### src/rtl/serial_sub_pkg.sv
// Shared types and constants for the bit-serial subtractor.
package serial_sub_pkg;

  // Operation phases: wait for operands, shift one bit per cycle, hold the result.
  typedef enum logic [1:0] {
    StIdle,
    StShift,
    StDone
  } sub_state_e;

  localparam int unsigned DefaultWidth = 8;

  // Bit-counter width; never below one bit so the counter always exists.
  function automatic int unsigned cnt_width(input int unsigned width);
    return (width < 2) ? 1 : $clog2(width);
  endfunction

endpackage

### src/rtl/sub_bit_cell.sv
// Combinational 1-bit full-subtract cell: a - b - bor_in.
module sub_bit_cell (
  input  logic i_a,
  input  logic i_b,
  input  logic i_bor,
  output logic o_d,
  output logic o_bor
);

  // Difference and borrow-out of a single bit position.
  always_comb begin
    o_d   = i_a ^ i_b ^ i_bor;
    o_bor = (~i_a & i_b) | (~(i_a ^ i_b) & i_bor);
  end

endmodule

### src/rtl/serial_subtractor.sv
// Bit-serial WIDTH-bit subtractor, LSB first, with valid/ready on both sides.
// Optional signed-overflow output enabled by defining SERIAL_SUB_OVF_EN.
module serial_subtractor
  import serial_sub_pkg::*;
#(
  parameter int unsigned WIDTH = DefaultWidth
) (
  input  logic             i_clk,
  input  logic             i_rst_n,
  input  logic             i_in_valid,
  output logic             o_in_ready,
  input  logic [WIDTH-1:0] i_a,
  input  logic [WIDTH-1:0] i_b,
  input  logic             i_bor_in,
  output logic             o_out_valid,
  input  logic             i_out_ready,
  output logic [WIDTH-1:0] o_diff,
  output logic             o_bor_out
`ifdef SERIAL_SUB_OVF_EN
  ,
  output logic             o_ovf
`endif
);

  localparam int unsigned CntW = cnt_width(WIDTH);

  sub_state_e       r_state;
  sub_state_e       w_state_next;
  logic [WIDTH-1:0] r_a_sr;
  logic [WIDTH-1:0] r_b_sr;
  logic [WIDTH-1:0] r_diff;
  logic             r_bor;
  logic             r_bor_out;
  logic [CntW-1:0]  r_cnt;
  logic             w_d;
  logic             w_bor;
  logic             w_load;
  logic             w_last;

  sub_bit_cell u_cell (
    .i_a   (r_a_sr[0]),
    .i_b   (r_b_sr[0]),
    .i_bor (r_bor),
    .o_d   (w_d),
    .o_bor (w_bor)
  );

  assign w_last = (r_cnt == CntW'(WIDTH - 1));

  // State register.
  always_ff @(posedge i_clk or negedge i_rst_n) begin
    if (!i_rst_n) begin
      r_state <= StIdle;
    end else begin
      r_state <= w_state_next;
    end
  end

  // Next-state, handshake outputs and load strobe.
  always_comb begin
    w_state_next = r_state;
    o_in_ready   = 1'b0;
    o_out_valid  = 1'b0;
    w_load       = 1'b0;
    unique case (r_state)
      StIdle: begin
        o_in_ready = 1'b1;
        if (i_in_valid) begin
          w_load       = 1'b1;
          w_state_next = StShift;
        end
      end
      StShift: begin
        if (w_last) begin
          w_state_next = StDone;
        end
      end
      StDone: begin
        o_out_valid = 1'b1;
        if (i_out_ready) begin
          w_state_next = StIdle;
        end
      end
      default: w_state_next = StIdle;
    endcase
  end

  // Operand/result shift registers, borrow chain and bit counter.
  always_ff @(posedge i_clk or negedge i_rst_n) begin
    if (!i_rst_n) begin
      r_a_sr    <= '0;
      r_b_sr    <= '0;
      r_diff    <= '0;
      r_bor     <= 1'b0;
      r_bor_out <= 1'b0;
      r_cnt     <= '0;
    end else if (w_load) begin
      r_a_sr <= i_a;
      r_b_sr <= i_b;
      r_bor  <= i_bor_in;
      r_cnt  <= '0;
    end else if (r_state == StShift) begin
      r_a_sr <= r_a_sr >> 1;
      r_b_sr <= r_b_sr >> 1;
      r_diff <= {w_d, r_diff[WIDTH-1:1]};
      r_bor  <= w_bor;
      if (w_last) begin
        r_cnt     <= '0;
        // Separate flop so bor_out stays put while the chain is reused.
        r_bor_out <= w_bor;
      end else begin
        r_cnt <= r_cnt + CntW'(1);
      end
    end
  end

  assign o_diff    = r_diff;
  assign o_bor_out = r_bor_out;

`ifdef SERIAL_SUB_OVF_EN
  logic r_a_msb;
  logic r_b_msb;
  logic r_ovf;

  // Capture operand signs at load; resolve overflow on the final bit.
  always_ff @(posedge i_clk or negedge i_rst_n) begin
    if (!i_rst_n) begin
      r_a_msb <= 1'b0;
      r_b_msb <= 1'b0;
      r_ovf   <= 1'b0;
    end else if (w_load) begin
      r_a_msb <= i_a[WIDTH-1];
      r_b_msb <= i_b[WIDTH-1];
    end else if ((r_state == StShift) && w_last) begin
      r_ovf <= (r_a_msb ^ r_b_msb) & (r_a_msb ^ w_d);
    end
  end

  assign o_ovf = r_ovf;
`else
  // Overflow tracking not built: no sign flops, no ovf port.
`endif

endmodule
### config.mk
export PLATFORM = sky130hd
export DESIGN_NAME = serial_subtractor
export DESIGN_NICKNAME = d
export VERILOG_FILES = /design/src/rtl/serial_sub_pkg.sv /design/src/rtl/sub_bit_cell.sv /design/src/rtl/serial_subtractor.sv
export SDC_FILE = /design/constraint.sdc
export NUM_CORES = 1
export LEC_CHECK = 0
export BUFFER_PORTS_ARGS = -buffer_cell sky130_fd_sc_hd__buf_2
export CAP_MARGIN = 40
export CORE_ASPECT_RATIO = 1.75
export CORE_MARGIN = 5
export CORE_UTILIZATION = 30
export DETAILED_ROUTE_END_ITERATION = 12
export PLACE_DENSITY = 0.59
export SETUP_SLACK_MARGIN = 0.4
export SYNTH_ARGS = -nofsm -noshare
export SYNTH_HDL_FRONTEND = slang
export SYNTH_HIERARCHICAL = 1
export SYNTH_SLANG_ARGS = --single-unit
export TNS_END_PERCENT = 1
### constraint.sdc
create_clock -name i_clk -period 1.8 [get_ports i_clk]
set_input_delay 0.18 -clock i_clk [delete_from_list [all_inputs] [get_ports i_clk]]
set_output_delay 0.18 -clock i_clk [all_outputs]
set_load 0.02 [all_outputs]
# Yosys cells after proc, flatten, opt, wreduce, memory -nomap -nowiden
# Cells that the tools add are included.
# Widths: inputs -> output; s select.
[totals]
reg_bits = 31
inputBits = 21
output_inout_bits = 11
word_cells = 44
[op_classes]
addsub = 1
n_eq_ne = 6
mux = 17
bitwise_logic = 8
reduce_logical = 5
[op_table]
columns = ["cell", "n"]
rows = [
  ["$mux 8", 4],
  ["$mux 3", 3],
  ["$mux 1", 6],
  ["$mux 2", 3],
  ["$ne 2x2->1 const B", 3],
  ["$pmux 2 s3", 1],
  ["$reduce_and 3->1", 2],
  ["$add 3x1->3 const B", 1],
  ["$eq 3x3->1 const B", 1],
  ["$not 1->1", 3],
  ["$and 1x1->1", 2],
  ["$eq 2x1->1 const B", 1],
  ["$eq 2x2->1 const B", 1],
  ["$logic_not 2->1", 1],
  ["$reduce_and 2->1", 1],
  ["$reduce_bool 2->1", 1],
  ["$xor 1x1->1", 2],
  ["$or 1x1->1", 1],
]

# Depth between registers and ports, before layout
# Gate-level depths: netlist of the first run.
[depth]
depth_word = 6
mapped_depth = 5
depth_no_buf = 5

# By module
# Netlist of the first run, hierarchy kept.
[by_module_without_submodules]
columns = ["module", "instances", "cells_per_inst", "area_each_um2", "seq_area_each_um2"]
rows = [
  ["serial_subtractor", 1, 126, 1387.6, 775.7],
  ["sub_bit_cell", 1, 4, 31.3, 0.0],
]

# Least setup slack after synthesis of the first run
# OpenSTA, ideal clock, no wires.
[synth_timing]
path_kind = "register to register"
from = "reg r_state[0]"
to = "reg r_b_sr[4]"
setup_ns = 0.123
arrival_time_ns = 1.154
required_ns = 1.677
slack_ns = 0.523
stages_incl_launch_ff = 5
path_buffers = 1
period_less_slack_ns = 1.277
cell_sequence = "dfrtp_1 -> buf_4 -> nor2_1 -> nand3b_1 -> o221a_2"
[synth_between]
elab_chain_cells = 3
elab_cells_between_ends = 5
cone_classes = "1 x eq/ne; 2 x mux; 2 x reduce/logical"
[synth_lines]
columns = ["item", "line_no", "rtl"]
rows = [
  ["start: declaration", "serial_subtractor.sv:27", "sub_state_e r_state;"],
  ["start signal: assignment", "serial_subtractor.sv:53", "r_state <= StIdle;"],
  ["start signal: assignment", "serial_subtractor.sv:55", "r_state <= w_state_next;"],
  ["$logic_not 2->1", "serial_subtractor.sv:65", "unique case (r_state)"],
  ["$mux 1", "serial_subtractor.sv:65", ""],
  ["$mux 8 or $reduce_bool 2->1 (tied branches)", "n/a", ""],
  ["end signal: assignment", "serial_subtractor.sv:99", "r_b_sr <= i_b;"],
  ["end signal: assignment", "serial_subtractor.sv:104", "r_b_sr <= r_b_sr >> 1;"],
  ["end: declaration", "serial_subtractor.sv:30", "logic [WIDTH-1:0] r_b_sr;"],
]
# Several ways; a longest one is shown, not always the timed one.
# A chain may end at the register's enable or synchronous reset.

# Worst setup path in the final report of the first run
[layout_timing]
from = "reg r_state[1]"
to = "out o_out_valid"
[layout_between]
elab_chain_cells = 2
[layout_lines]
columns = ["item", "line_no", "rtl"]
rows = [
  ["$eq 2x2->1", "serial_subtractor.sv:65", ""],
  ["$mux 1", "serial_subtractor.sv:65", ""],
  ["end: declaration", "serial_subtractor.sv:15", "output logic o_out_valid,"],
]
# Every way passes these cells.

==> impl_metrics.json, run 1 <==
{
  "status": "finished, final reports clean",
  "cp.required_ns": 1.62,
  "min_from": "i_out_ready",
  "dieArea_sq_mm": 0.006259,
  "p_leak_nw": 0.8322,
  "die_w_um": 61.99,
  "fin_skew_ns": 0.005851,
  "final_hold_viol_count": 0,
  "ant_nets": 0,
  "numCtsBuffers": 5,
  "syn_area_sq_mm": 0.001419,
  "final_core_util_pct": 36.07,
  "synthTopCellsByCount": "31 x dfrtp_1, 24 x nand2_1, 17 x o22ai_1",
  "hold_depth": 2,
  "path_cells": "inv_2 > nor2_1 > buf_2",
  "final_nets": 187,
  "ys_seq_area_share_pct": 54.67,
  "r2r-end": "r_cnt[0]",
  "cts_tree": "done",
  "r2r_slack_ns": 0.39,
  "irDropWorstVdd_uv": 699.6,
  "slew_headroom_pct": 54.52,
  "switchingPower_w": 0.001186,
  "placed_cells": 206,
  "first_pass_iters": 4,
  "grt_setup_unrepaired": "true",
  "powerDensity_mw_per_mm2": 1819,
  "ys_top_cells_by_area": "dfrtp_1 55%, o22ai_1 7.5%, nand2_1 6.3%, a2bb2oi_1 4.9%, ha_1 2.6%",
  "syn_area_per_cell_sq_um": 10.91,
  "end_kind": "output port",
  "worstSkewPairLatency_ns": 0.28,
  "insertedDiodeCount": 0,
  "crit_arrival_ns": 1.24,
  "async_flop_share_pct": 100.0,
  "r2r-start": "r_state[1]",
  "cts_sinks": 31,
  "cts_root_buffer": "clkbuf_8",
  "pwr-share-comb_pct": 41.3,
  "antenna_found_initial": 0,
  "clockPowerShare_pct": 16.7,
  "period_needed_ns": 1.421,
  "setup_tns_ns": 0,
  "cp_top_family": "flip-flops",
  "htree_levels": 2,
  "place_congestion": 0.7166,
  "area.growth.synth_to_final_pct": 17.55,
  "slowest_delay_ns": 0.54,
  "num_vias": 1071,
  "stdcell_count": 213,
  "drt_wl_total_mm": 3.191,
  "die_h_um": 101.0,
  "cp-start-kind": "flip-flop",
  "grt_pass1_wl_mm": 5.230,
  "setup_violations": 0,
  "reg2regPathDepth": 3,
  "dp.final_hpwl_mm": 2.348,
  "placementRows": 33,
  "cts.path.max_buffers": 2,
  "routedWlPerCell_um": 14.98,
  "path_buf_inv": 2,
  "p_int_w": 0.001847,
  "hold_end": "r_state[1]",
  "critPathKind": "flip-flop to output port",
  "core_sq_mm": 0.004624,
  "clk_pin_slew_worst_paths_ns": 0.06,
  "synth_top_area_share_pct": 54.67,
  "worst_pin_slew_ns": 0.6822,
  "overflow": 0,
  "start_util_pct": 30.68,
  "synth_most_common_cell": "dfrtp_1",
  "slowest_stage": "dfrtp_1",
  "synth_cells": 130,
  "maxSlewViolCount": 0,
  "p_sw_share_pct": 39.10,
  "synth-edff-count": 0,
  "gr-usage-all-layers_pct": 11.52,
  "syn_nets": 155,
  "drt_iter0_drc": 32,
  "io_buffers": 31,
  "io_pins": 32,
  "layout-drive-gt1-share_pct": 29.81,
  "viasPerCell": 5.028,
  "grt_start_max_net_pins": 32,
  "maxCapViolations": 0,
  "ys_ff_latch": 31,
  "power_frac_seq_pct": 42.0,
  "drc": 0,
  "yosysUniqueCellTypes": 30,
  "synth_flop_cell": "dfrtp_1",
  "synth_top_cell_by_area": "dfrtp_1",
  "clock.fmax_mhz": 703.9,
  "grt_pass1_vias": 1098,
  "min_period_over_period_pct": 78.92,
  "yosys_warnings": 6,
  "worstHoldPathType": "primary input to flip-flop",
  "worstPathMaxFanout": 8
}
worst max path at each step:
| stage | depth (start not counted) | endpoint | slack (ns) | startpoint |
|---|---|---|---|---|
| 6_report | 3 | o_out_valid | 0.38 | r_state[1] |
| 5_1_grt | 3 | o_out_valid | 0.29 | r_state[1] |
| 4_1_cts | 3 | o_out_valid | 0.36 | r_state[1] |
| 3_5_place_dp | 3 | o_bor_out | 0.40 | r_state[0] |
| 3_3_place_gp | 3 | o_bor_out | 0.43 | r_state[0] |
| 2_1_floorplan | 4 | r_b_sr[4] | 0.52 | r_state[0] |
per-layer routing:
layer  part of all wire [%]  wire [um]  track usage (%)
met5                      0          0                0
met1                     40       1278            13.59
met2                     51       1618            17.89
met4                    2.3         74            5.882
met3                    6.9        220            3.974
cells by family (layout without fill, tap and decap cells):
group           count (synthesis)  after routing  synth area share (%)
fa+ha+maj                       4              4                 4.057
mux                             2              2                 1.851
buf+inv                        15             46                 6.436
flops                          31             31                 54.67
compound gates                 40             40                 19.84
simple gates                   38             38                 13.14
state kept, by name, summed over array words and instances, names as in the netlist:
name       count
r_a_sr         8
o_diff         8
r_b_sr         8
r_bor          1
r_cnt          3
o_bor_out      1
r_state        2
metrics by stage:
step                hold slack, ns  setup slack, ns  power (W)  cell area, sq um
CTS                        0.05371           0.3646   0.003074              1667
finish                     0.06089           0.3794   0.003033              1668
detailed placement          0.2641           0.3966   0.002553              1582
floorplan                  -0.1156           0.5230   0.002255              1419
global placement            0.2632           0.4345   0.002526              1582
global route               0.05072           0.2899   0.003277              1668
placed cells by master, fill, tap and decap left out, types with 3 or more instances in the layout:
cell / n
a2bb2oi_1: 8
clkbuf_8: 5
o22ai_1: 17
nor2_1: 3
nand2b_1: 3
dfrtp_1: 30
ha_1: 3
a21oi_1: 5
inv_1: 6
nand2_1: 24
buf_2: 31
area by class of cell:
class	count	area, sq um
clock buffer	6	72.57
sequential	31	777.0
tap	52	65.06
timing repair buffer	33	172.7
multi-input combinational	84	554.3
fill	488	2957
inverter	7	26.28
power groups by stage:
stage / Sequential (W) / Combinational (W) / Clock, W
2_1_floorplan: 0.00131 / 0.000948 / 0
3_3_place_gp: 0.00128 / 0.00125 / 0
3_5_place_dp: 0.00128 / 0.00127 / 0
4_1_cts: 0.00127 / 0.00128 / 0.000522
5_1_grt: 0.00132 / 0.00141 / 0.000545
6_report: 0.00127 / 0.00125 / 0.000505
timing repair:
item,4_1_cts,5_1_grt
buffers inserted,0,0
hold endpoints to repair,31,0
gates cloned,0,0
hold buffers,1,0
endpoints found under the setup margin,4,14
gates resized for setup,1,1
(Power assumes the default switching activity.)
==> run 2, diff against run 1 <==
PLACE_DENSITY = 0.61   (was 0.59)
clock period = 1.3 ns   (was 1.8 ns; I/O delays follow)
==> impl_metrics.json, run 2 (synthesis gave the netlist of run 1 again) <==
{
  "r2r-end": "o_bor_out",
  "grt_setup_unrepaired": "true",
  "setup_violations": 0,
  "area.growth.synth_to_final_pct": 39.15,
  "p_sw_share_pct": 36.32,
  "grt_pass1_vias": 1252,
  "place_congestion": 0.7107,
  "worstSkewPairLatency_ns": 0.28,
  "slowest_delay_ns": 0.41,
  "grt_pass1_wl_mm": 5.713,
  "htree_levels": 2,
  "fillers": 460,
  "pwr-share-comb_pct": 46.1,
  "power_frac_seq_pct": 34.3,
  "grt_start_max_net_pins": 32,
  "dieArea_sq_mm": 0.006259,
  "final_core_util_pct": 42.69,
  "grt.met3_usage_pct": 3.590,
  "die_w_um": 61.99,
  "clock.fmax_mhz": 817.7,
  "drt_wl_total_mm": 3.492,
  "crit_path_end": "o_bor_out",
  "final_hold_viol_count": 0,
  "irDropWorstVdd_uv": 1523,
  "maxSlewViolCount": 0,
  "path_cells": "ha_4 > ha_4 > nand2_4 > mux2_4",
  "period_needed_ns": 1.223,
  "viasPerCell": 4.940,
  "io_buffers": 31,
  "end_kind": "flip-flop",
  "crit_top_cell": "ha_4",
  "die_h_um": 101.0,
  "clk_pin_slew_worst_paths_ns": 0.07,
  "r2r-start": "r_cnt[1]",
  "fin_skew_ns": 0.005194,
  "final_nets": 206,
  "total_power_w": 0.005066,
  "core_sq_mm": 0.004624,
  "crit_arrival_ns": 1.39,
  "slew_headroom_pct": 73.43,
  "overflow": 0,
  "switchingPower_w": 0.001840,
  "num_vias": 1156,
  "r2r_slack_ns": 0.08,
  "placementRows": 33,
  "drc": 0,
  "clockPowerShare_pct": 19.6,
  "worstPathMaxFanout": 2,
  "worstHoldPathType": "primary input to flip-flop",
  "routedWlPerCell_um": 14.92,
  "slowest_stage": "dfrtp_1",
  "critPathKind": "flip-flop to flip-flop",
  "worst_pin_slew_ns": 0.3986,
  "ant_nets": 0,
  "start_util_pct": 30.68,
  "met1_usage_pct": 14.30,
  "cts_sinks": 31,
  "cp-start-kind": "flip-flop",
  "cts_root_buffer": "clkbuf_8",
  "first_pass_iters": 4,
  "worstSetupStartpoint": "r_cnt[1]",
  "setup_tns_ns": 0,
  "status": "finished, final reports clean",
  "p_leak_nw": 0.9592,
  "powerDensity_mw_per_mm2": 2566,
  "cts_tree": "done",
  "min_period_over_period_pct": 94.08,
  "io_pins": 32,
  "cts.path.max_buffers": 2,
  "layout-drive-gt1-share_pct": 44.51,
  "grt_most_used_layer": "met2",
  "hold_depth": 2,
  "numCtsBuffers": 5,
  "drt_iter0_drc": 41,
  "gr-usage-all-layers_pct": 12.19,
  "use_met2_pct": 20.21,
  "dp.final_hpwl_mm": 2.354,
  "antenna_found_initial": 0,
  "insertedDiodeCount": 0,
  "maxCapViolations": 0,
  "reg2regPathDepth": 4,
  "p_int_w": 0.003226,
  "final_cell_mix": "29 x buf_2, 29 x dfrtp_1, 24 x nand2_1",
  "cp.required_ns": 1.47
}
==> run 2: changes by cell type in the layout (fill, tap and decap cells not counted), moves of 3 or more <==
cell | previous run | this run
buf_4 | 1 | 13
ha_1 | 3 | 0
buf_6 | 0 | 6
nor2_1 | 3 | 0
==> run 2: metrics by stage <==
step / hold WS, ns / std cells / instance area (sq um) / setup WS [ns]
floorplan: -0.1656 / 130 / 1426 / 0.1160
global placement: 0.1747 / 216 / 1689 / 0.06682
detailed placement: 0.1773 / 216 / 1689 / 0.06554
CTS: 0.03482 / 231 / 1906 / 0.06642
global route: 0.05016 / 234 / 1974 / 0.03982
finish: 0.03531 / 234 / 1974 / 0.07701
==> run 2: critical path, delay by kind of cell, from the launching register on <==
kind | cells | cell delay [ns]
adder cells (fa/ha/maj) | 2 | 0.35
flip-flops | 1 | 0.41
multiplexers | 1 | 0.29
AND/OR/NAND/NOR | 1 | 0.06
==> run 2: how the worst min path moves through the flow <==
stage | startpoint | to | slack, ns
2_1_floorplan | i_rst_n | o_bor_out | -0.17
3_3_place_gp | i_rst_n | r_a_sr[2] | 0.17
3_5_place_dp | i_rst_n | r_a_sr[1] | 0.18
4_1_cts | i_out_ready | r_state[1] | 0.03
5_1_grt | i_out_ready | r_state[1] | 0.05
6_report | i_out_ready | r_state[1] | 0.04
==> run 2: cell type report <==
type,instances,area (sq um),share of cell area [%]
tap,52,65.06,3.295
clock inverter,2,35.03,1.774
clock buffer,6,82.58,4.183
timing repair inverter,1,5.005,0.2535
multi-input combinational,84,618.1,31.31
inverter,7,30.03,1.521
timing repair buffer,51,360.3,18.25
sequential,31,778.2,39.42
==> run 2: power by group through the flow <==
stage,Clock [W],Combinational (W),Sequential (W)
2_1_floorplan,0,0.00132,0.00181
3_3_place_gp,0,0.00195,0.00175
3_5_place_dp,0,0.00198,0.00175
4_1_cts,0.00102,0.00220,0.00173
5_1_grt,0.00107,0.00259,0.00179
6_report,0.000995,0.00233,0.00174
==> run 2: timing repair <==
| item | 4_1_cts | 5_1_grt |
|---|---|---|
| endpoints found under the hold margin | 31 | 0 |
| setup endpoints to repair | 42 | 42 |
| hold buffers | 1 | 0 |
| pin swaps | 2 | 3 |
| buffers inserted | 6 | 2 |
| cloned | 0 | 1 |
| gates resized for setup | 13 | 11 |
==> run 2: layer usage <==
metal	vias up	share of wire (%)
li1	561	-
met1	551	40
met2	38	52
met3	6	6.2
met4	0	1.9
met5	-	0
==> run 3, diff against run 2 <==
HOLD_SLACK_MARGIN = 0.06   (was default)
==> impl_metrics.json, run 3 (synthesis gave the netlist of run 1 again) <==
{
  "status": "finished, final reports clean",
  "maxSlewViolCount": 0,
  "drc": 0,
  "total_power_w": 0.005068,
  "slowest_delay_ns": 0.41,
  "gr-usage-all-layers_pct": 12.22,
  "clockPowerShare_pct": 19.6,
  "p_sw_share_pct": 36.29,
  "multiInputGateArea_sq_um": 618.1,
  "switchingPower_w": 0.001839,
  "htree_levels": 2,
  "worst_pin_slew_ns": 0.3987,
  "die_h_um": 101.0,
  "io_buffers": 31,
  "path_buf_inv": 0,
  "cts.path.max_buffers": 2,
  "min_period_over_period_pct": 94.07,
  "grt.met3_usage_pct": 3.590,
  "routedWlPerCell_um": 14.84,
  "irDropWorstVdd_uv": 1522,
  "insertedDiodeCount": 0,
  "dp_slack_ns": 0.06554,
  "worstSetupStartpoint": "r_cnt[1]",
  "die_w_um": 61.99,
  "critPathKind": "flip-flop to flip-flop",
  "grt_start_max_net_pins": 32,
  "dp.final_hpwl_mm": 2.354,
  "cts_tree": "done",
  "cp-start-kind": "flip-flop",
  "cts_sinks": 31,
  "slowest_stage": "dfrtp_1",
  "antenna_found_initial": 0,
  "area.growth.synth_to_final_pct": 39.86,
  "fillers": 459,
  "numCtsBuffers": 5,
  "dieArea_sq_mm": 0.006259,
  "grt_pass1_wl_mm": 5.733,
  "worst_slack_ns": 0.07715,
  "start_util_pct": 30.68,
  "p_int_w": 0.003228,
  "reg2regPathDepth": 4,
  "grt_most_used_layer": "met2",
  "clock.fmax_mhz": 817.8,
  "cp.required_ns": 1.47,
  "grt_setup_unrepaired": "true",
  "drt_wl_total_mm": 3.488,
  "placementRows": 33,
  "viasPerCell": 4.932,
  "period_needed_ns": 1.223,
  "r2r-end": "o_bor_out",
  "setup_violations": 0,
  "cts_root_buffer": "clkbuf_8",
  "end_kind": "flip-flop",
  "worstPathMaxFanout": 2,
  "first_pass_iters": 6,
  "slew_headroom_pct": 73.42,
  "fin_skew_ns": 0.005234,
  "crit_path_end": "o_bor_out",
  "stdcell_count": 235,
  "crit_cells": 4,
  "setup_tns_ns": 0,
  "placed_cells": 216,
  "io_pins": 32,
  "placed_cell_area_sq_mm": 0.001689,
  "place_congestion": 0.7107,
  "met1_usage_pct": 14.38,
  "final_cell_mix": "29 x buf_2, 29 x dfrtp_1, 24 x nand2_1",
  "ant_nets": 0,
  "crit_arrival_ns": 1.39,
  "final_nets": 207,
  "final_area_sq_mm": 0.001984,
  "cp_top_family": "flip-flops",
  "drt_iter0_drc": 29,
  "grt_pass1_vias": 1257,
  "pwr-share-comb_pct": 46.1,
  "layout-drive-gt1-share_pct": 44.26,
  "maxCapViolations": 0,
  "use_met2_pct": 20.21,
  "core_sq_mm": 0.004624,
  "r2r-start": "r_cnt[1]",
  "power_frac_seq_pct": 34.3,
  "powerDensity_mw_per_mm2": 2554,
  "num_vias": 1159,
  "overflow": 0,
  "clk_pin_slew_worst_paths_ns": 0.07,
  "worstSkewPairLatency_ns": 0.28,
  "r2r_slack_ns": 0.08,
  "p_leak_nw": 0.9634,
  "final_hold_viol_count": 0,
  "layout.area.seq_sq_um": 778.2,
  "worstHoldPathType": "primary input to flip-flop",
  "path_cells": "ha_4 > ha_4 > nand2_4 > mux2_4",
  "crit_top_cell": "ha_4"
}
## run 3: power by group through the flow
stage / clock network, W / logic, W / registers (W)
3_3_place_gp: 0 / 0.00195 / 0.00175
3_5_place_dp: 0 / 0.00198 / 0.00175
6_report: 0.000994 / 0.00234 / 0.00174
4_1_cts: 0.00102 / 0.00220 / 0.00173
5_1_grt: 0.00107 / 0.00259 / 0.00179
2_1_floorplan: 0 / 0.00132 / 0.00181
## run 3: layout make-up
class,count,share of cell area (%)
Sequential cell,31,39.22
Clock buffer,6,4.161
Timing Repair Buffer,52,18.66
Multi-Input combinational cell,84,31.15
Timing Repair inverter,1,0.2522
Tap cell,52,3.279
Clock inverter,2,1.765
Inverter,7,1.513
## run 3: worst min path at each step
stage	to	slack, ns	cells after the start	startpoint
6_report	r_b_sr[7]	0.09	3	i_b[7]
5_1_grt	r_b_sr[7]	0.10	3	i_b[7]
3_3_place_gp	r_a_sr[2]	0.17	2	i_rst_n
4_1_cts	r_b_sr[7]	0.09	3	i_b[7]
2_1_floorplan	o_bor_out	-0.17	0	i_rst_n
3_5_place_dp	r_a_sr[1]	0.18	2	i_rst_n
## run 3: routing by layer
metal	vias up	share of wire, %
met5	-	0
met4	0	1.9
met3	6	6.2
met2	38	52
met1	552	40
li1	563	-
## run 3: worst reg2reg max path: stages, from the launching register on
cell and delay [ns]:
dfrtp_1 0.41, ha_4 0.19, ha_4 0.17, nand2_4 0.06, mux2_4 0.29
## run 3: repair_timing
item / CTS / global route
buffers inserted: 6 / 2
hold buffers: 2 / 0
cloned: 0 / 1
resized for setup: 13 / 11
endpoints found under the setup margin: 42 / 42
hold endpoints to repair: 32 / 0
pin swaps: 2 / 3
## run 3: metrics by stage
stage	util (%)	hold WS [ns]
after floorplan	-	-0.1656
after global placement	36.53	0.1747
after detailed placement	36.53	0.1773
after CTS	41.42	0.08971
after global routing	42.91	0.1008
final	42.91	0.09393
